<file path="src/rtl/hoop_game_if.sv">
// Handshake bundle between the hoop game controller and its surroundings:
// raw button/switch inputs in, registered score/time/status out.
interface hoop_game_if #(
  parameter int SCORE_W = 8
) ();
  logic               start;
  logic               in_switch;
  logic [SCORE_W-1:0] score_count;
  logic [7:0]         time_left;
  logic               playing;
  logic               game_done;

  modport master (
    output start,
    output in_switch,
    input  score_count,
    input  time_left,
    input  playing,
    input  game_done
  );

  modport slave (
    input  start,
    input  in_switch,
    output score_count,
    output time_left,
    output playing,
    output game_done
  );
endinterface

</file>
<file path="src/rtl/hoop_game_ctrl.sv">
// Timed hoop-shot round controller: synchronises and debounces the hoop switch,
// counts made shots while a round runs, and strobes game_done with the final score.
module hoop_game_ctrl #(
  parameter int CLK_HZ       = 50000000,
  parameter int GAME_SECS    = 10,
  parameter int DEBOUNCE_CYC = 500000,
  parameter int SCORE_W      = 8
) (
  input logic        clock,
  input logic        reset,
  hoop_game_if.slave bus
);

  localparam int TICK_W = (CLK_HZ > 1) ? $clog2(CLK_HZ) : 1;
  localparam int DEB_W  = (DEBOUNCE_CYC > 1) ? $clog2(DEBOUNCE_CYC) : 1;

  localparam logic [TICK_W-1:0]  TICK_LAST = TICK_W'(CLK_HZ - 1);
  localparam logic [DEB_W-1:0]   DEB_LAST  = DEB_W'(DEBOUNCE_CYC - 1);
  localparam logic [7:0]         GAME_INIT = 8'(GAME_SECS);
  localparam logic [SCORE_W-1:0] SCORE_MAX = {SCORE_W{1'b1}};

  localparam logic [1:0] IDLE    = 2'd0;
  localparam logic [1:0] PLAYING = 2'd1;
  localparam logic [1:0] DONE    = 2'd2;

  logic              start_s1, start_s2, start_prev;
  logic              sw_s1, sw_s2;
  logic [DEB_W-1:0]  deb_cnt;
  logic              deb_level, deb_prev;
  logic [TICK_W-1:0] tick_cnt;
  logic [1:0]        state;
  logic [SCORE_W-1:0] score_q;
  logic [7:0]        time_q;
  logic              playing_q;
  logic              done_q;

  logic start_edge;
  logic shot_pulse;

  assign start_edge = start_s2 & ~start_prev;
  assign shot_pulse = deb_level & ~deb_prev;

  always_ff @(posedge clock or negedge reset) begin
    if (!reset) begin
      start_s1   <= 1'b0;
      start_s2   <= 1'b0;
      start_prev <= 1'b0;
      sw_s1      <= 1'b0;
      sw_s2      <= 1'b0;
    end else begin
      start_s1   <= bus.start;
      start_s2   <= start_s1;
      start_prev <= start_s2;
      sw_s1      <= bus.in_switch;
      sw_s2      <= sw_s1;
    end
  end

  // A new switch level is only taken once it has disagreed for DEBOUNCE_CYC cycles in a row.
  always_ff @(posedge clock or negedge reset) begin
    if (!reset) begin
      deb_cnt   <= '0;
      deb_level <= 1'b0;
      deb_prev  <= 1'b0;
    end else begin
      deb_prev <= deb_level;
      if (sw_s2 != deb_level) begin
        if (deb_cnt == DEB_LAST) begin
          deb_level <= sw_s2;
          deb_cnt   <= '0;
        end else begin
          deb_cnt <= deb_cnt + 1'b1;
        end
      end else begin
        deb_cnt <= '0;
      end
    end
  end

  always_ff @(posedge clock or negedge reset) begin
    if (!reset) begin
      state     <= IDLE;
      score_q   <= '0;
      time_q    <= GAME_INIT;
      tick_cnt  <= '0;
      playing_q <= 1'b0;
      done_q    <= 1'b0;
    end else begin
      done_q <= 1'b0;
      case (state)
        IDLE, DONE: begin
          if (start_edge) begin
            state     <= PLAYING;
            score_q   <= '0;
            time_q    <= GAME_INIT;
            tick_cnt  <= '0;
            playing_q <= 1'b1;
          end
        end
        PLAYING: begin
          // A shot landing on the final tick still makes it into the strobed score.
          if (shot_pulse && (score_q != SCORE_MAX)) begin
            score_q <= score_q + 1'b1;
          end
          if (tick_cnt == TICK_LAST) begin
            tick_cnt <= '0;
            if (time_q > 8'd1) begin
              time_q <= time_q - 8'd1;
            end else begin
              time_q    <= 8'd0;
              state     <= DONE;
              playing_q <= 1'b0;
              done_q    <= 1'b1;
            end
          end else begin
            tick_cnt <= tick_cnt + 1'b1;
          end
        end
        default: begin
          state     <= IDLE;
          playing_q <= 1'b0;
        end
      endcase
    end
  end

  assign bus.score_count = score_q;
  assign bus.time_left   = time_q;
  assign bus.playing     = playing_q;
  assign bus.game_done   = done_q;

endmodule
</file>
<file path="src/flat_wrapper.sv">
// flat-port wrapper written by rule: the top's interface ports become plain ports
module hoop_game_ctrl_flat 
#(
  parameter int CLK_HZ       = 50000000,
  parameter int GAME_SECS    = 10,
  parameter int DEBOUNCE_CYC = 500000,
  parameter int SCORE_W      = 8
)
  (clock, reset, bus_start, bus_in_switch, bus_score_count, bus_time_left, bus_playing, bus_game_done);
  hoop_game_if #(.SCORE_W(SCORE_W)) bus_i ();
  input logic clock;
  input logic reset;
  input wire logic [$bits(bus_i.start)-1:0] bus_start;
  input wire logic [$bits(bus_i.in_switch)-1:0] bus_in_switch;
  output wire logic [$bits(bus_i.score_count)-1:0] bus_score_count;
  output wire logic [$bits(bus_i.time_left)-1:0] bus_time_left;
  output wire logic [$bits(bus_i.playing)-1:0] bus_playing;
  output wire logic [$bits(bus_i.game_done)-1:0] bus_game_done;
  assign bus_i.start = bus_start;
  assign bus_i.in_switch = bus_in_switch;
  assign bus_score_count = bus_i.score_count;
  assign bus_time_left = bus_i.time_left;
  assign bus_playing = bus_i.playing;
  assign bus_game_done = bus_i.game_done;
  hoop_game_ctrl #(.CLK_HZ(CLK_HZ), .GAME_SECS(GAME_SECS), .DEBOUNCE_CYC(DEBOUNCE_CYC), .SCORE_W(SCORE_W)) u_core (.clock(clock), .reset(reset), .bus(bus_i));
endmodule
</file>
<file path="config.mk">
export PLATFORM = sky130hd
export DESIGN_NAME = hoop_game_ctrl_flat
export DESIGN_NICKNAME = d
export VERILOG_FILES = /design/src/rtl/hoop_game_if.sv /design/src/rtl/hoop_game_ctrl.sv /design/src/flat_wrapper.sv
export SDC_FILE = /design/constraint.sdc
export NUM_CORES = 1
export LEC_CHECK = 0
export ABC_AREA = 1
export CORE_AREA = 3 3 83 93
export CTS_BUF_LIST = sky130_fd_sc_hd__clkbuf_2 sky130_fd_sc_hd__clkbuf_4 sky130_fd_sc_hd__clkbuf_8
export DETAILED_ROUTE_END_ITERATION = 16
export DIE_AREA = 0 0 86 96
export PLACE_DENSITY = 0.81
export RECOVER_POWER = 50
export SLEW_MARGIN = 20
export SYNTH_ARGS = -nofsm -noshare
export SYNTH_HDL_FRONTEND = slang
export SYNTH_SLANG_ARGS = --single-unit
</file>
<file path="constraint.sdc">
create_clock -name clock -period 3.9 [get_ports clock]
set_input_delay 0.975 -clock clock [delete_from_list [all_inputs] [get_ports clock]]
set_output_delay 0.975 -clock clock [all_outputs]
set_load 0.02 [all_outputs]
</file>
==> results.yml <==
logic_synthesis:
  synth_top_area_share_pct: 42.9
  synth_seq_cells: 72
  synth_area_leaders: "dfrtp_1 43%, nand2_1 14%, nor2_1 7.9%, nand3_1 5.9%, inv_1 5.5%"
  synth_area_leader_cell: "dfrtp_1"
  syn_nets: 559
  synth-main-ff-cell: "dfrtp_1"
  synth_area_um2: 4090
  ys_seq_area_share_pct: 44.1
  syn-instance-count: 550
  avgSynthCellArea_um2: 7.43
  yosysMostFrequentCell: "nand2_1"
  synth_edf_count: 0
  ys_top_cells_by_count: "154 x nand2_1, 86 x nor2_1, 70 x dfrtp_1, 60 x inv_1, 48 x nand3_1"
  synth_warnings: 0
  ys_types: 32
  ys_async_sr_fraction_pct: 100
critical_path:
  arrival_ns: 1.54
  path_buf_inv: 1
  cpMaxStageDelayCell: "clkdlybuf4s50_1"
  critical-path-max-stage-delay_ns: 0.61
  worst_setup_path_start_kind: "flop"
  endpoint_kind: "output port"
  reg2reg_depth: 11
  r2r-start: "u_core.state[0]$_DFFE_PN0P_"
  critPathRequiredTime_ns: 2.92
  worstPathCellList: "clkdlybuf4s50_1"
  critPathLaunch: "u_core.bus.time_left[1]$_DFFE_PN1P_"
  crit_cells: 1
  cp_max_fo: 4
  cp_top_family: "buffers and inverters"
  path_class: "flop to output port"
sta:
  worst_pin_slew_ns: 1.74
  tns_ns: 0
  report.final.hold_viol_count: 0
  fin_crit_ns: 2.51
  slew_viol_final: 73
  clock_skew_ns: 0.00340
  setup_violations: 0
  rsz0062_at_grt: "no"
  fmax_mhz: 398
  slew_headroom_pct: -15.8
  fin_crit_sh_pct: 64.5
global_routing:
  grt-ovfl-total: 0
  grt_first_pass_wirelength_mm: 15.1
  grt_max_degree: 73
  grt_pass1_vias: 3472
  track_usage_pct: 23.2
  antenna_found_initial: 0
route:
  drt_iter0_markers: 208
  wl_mm: 8.59
  firstDrtPassIters: 6
  post_drt_via_cell_ratio: 5.41
  routedWlPerCell_um: 12.9
  drcViolationCount: 0
  num_vias: 3609
  antenna_left: 0
power_and_ir_drop:
  power_w: 0.00225
  ir_drop_v: 0.000422
  p_per_area_nw_per_um2: 491
  leakage_nw: 2.02
cts:
  cts.htree.levels: 3
  numCtsBuffers: 9
  clk_path_buf_depth: 2
  clock_latency_ns: 0.36
  cts_resized: 0
  cts_hold_repair.buffers: 0
  ctsRootBufferMaster: "clkbuf_8"
  cts_tree: "built"
  cts.clk_slew.worst_paths_ns: 0.07
  postCtsSetupBuffers: 0
  clock_sinks: 72
final_layout:
  layout-drive-gt1-share_pct: 7.39
  final_area_um2: 4590
  fin_cells: 667
  diodes: 0
  final_util_pct: 66.2
  fill_cells: 582
  layout.nets: 586
  synthToLayoutAreaGrowth_pct: 12.2
floorplan:
  die_x_um: 86
  core_area_um2: 6930
  die_h_um: 96
  die-area_um2: 8260
  placementRows: 32
  initial_utilization_pct: 59.0
  io_pins: 22
status:
  status: "finished with violations"
  violations: "capacitance limit, slew limit"
placed_design:
  place_inst: 651
  detailed_place_hpwl_mm: 6.15
  portBuffers: 21
  place_congestion: 0.869
  place_area_um2: 4380
worst_hold_path:
  min_from: "u_core.sw_s1$_DFF_PN0_"
  hold_depth: 0
  hold_class: "flop to flop"
job:
  maxCapViolations: 1
[report_power, final]
group          total, W  internal [W]  switching [W]
combinational  0.000717      0.000254       0.000463
clock          0.000626      0.000353       0.000273
sequential     0.000908      0.000832      0.0000757
[worst paths after layout]
path | slack, ns | to
worst max-delay path | 1.39 | bus_time_left[1]
worst min-delay path | 0.35 | u_core.sw_s2$_DFF_PN0_
worst max register to register | 1.92 | u_core.tick_cnt[25]$_DFFE_PN0P_
worst min register to register | 0.35 | u_core.sw_s2$_DFF_PN0_
max in group asynchronous | 1.80 | u_core.deb_cnt[17]$_DFF_PN0_
min in group asynchronous | 1.08 | u_core.bus.score_count[2]$_DFFE_PN0P_
[layer usage]
metal | part of all wire, % | global-route usage, % | up-vias
li1 | - | - | 1812
met1 | 44 | 27.5 | 1707
met4 | 1.8 | 11.2 | 0
met2 | 50 | 39.5 | 74
met3 | 3.5 | 5.65 | 16
met5 | 0 | 0 | -
[flip-flops by register name (all words and copies together) (netlist names)]
register                count
u_core.bus.playing          1
u_core.sw_s1                1
u_core.deb_cnt             19
u_core.deb_prev             1
u_core.sw_s2                1
u_core.start_s2             1
u_core.bus.game_done        1
u_core.bus.score_count      8
u_core.bus.time_left        8
u_core.deb_level            1
u_core.start_prev           1
u_core.tick_cnt            26
u_core.start_s1             1
u_core.state                2
[layout make-up]
| cell class | count | area [um^2] | share of cell area, % |
|---|---|---|---|
| multi-input cells | 409 | 2010 | 43.9 |
| flip-flops and latches | 72 | 1800 | 39.3 |
| inverters | 63 | 236 | 5.16 |
| repair buffers | 22 | 213 | 4.64 |
| clock buffers | 13 | 173 | 3.76 |
| well taps | 85 | 106 | 2.32 |
| clock inverters | 3 | 40.0 | 0.873 |
[per-stage QoR]
step	hold WS [ns]	setup slack (ns)
floorplan	0.331	2.26
global placement	0.333	1.78
detailed placement	0.336	1.78
CTS	0.353	1.37
global route	0.369	1.34
finish	0.352	1.39
[worst reg2reg max path: stages, from the launching register on]
cell and delay (ns):
dfrtp_1 0.37, inv_1 0.10, nor2_2 0.04, buf_4 0.18
inv_1 0.33, nand2_2 0.21, inv_2 0.33, nor2_1 0.10
nand2_1 0.08, nand2_1 0.04, nand2_1 0.06, nor2_1 0.04
[layout by cell type (no fill, tap or decap), drive strengths merged]
cell type      count
nand2            161
nor2              92
dfrtp             70
inv               63
nand3             52
xor2              20
o21ai             18
clkdlybuf4s50     18
nand4             15
clkbuf            14
nor3              10
o22ai              7
xnor2              6
a21oi              5
ha                 5
nor3b              4
o21bai             4
nand3b             3
or2                3
clkinv             2
dlygate4sd3        2
dfstp              2
a31oi              1
nor4               1
o31ai              1
a32o               1
bufinv             1
buf                1
[cells by family (layout without fill, tap and decap cells)]
family	count (synthesis)	after routing	share of synthesized area (%)
adders and majority gates	5	5	1.53
AOI/OAI and AO/OA	37	37	5.20
DFF	72	72	44.1
and+or+nand+nor	341	341	37.0
xor gates and xnor gates	26	26	5.57
buffers and inverters	69	101	6.58
(Power assumes the default switching activity.)
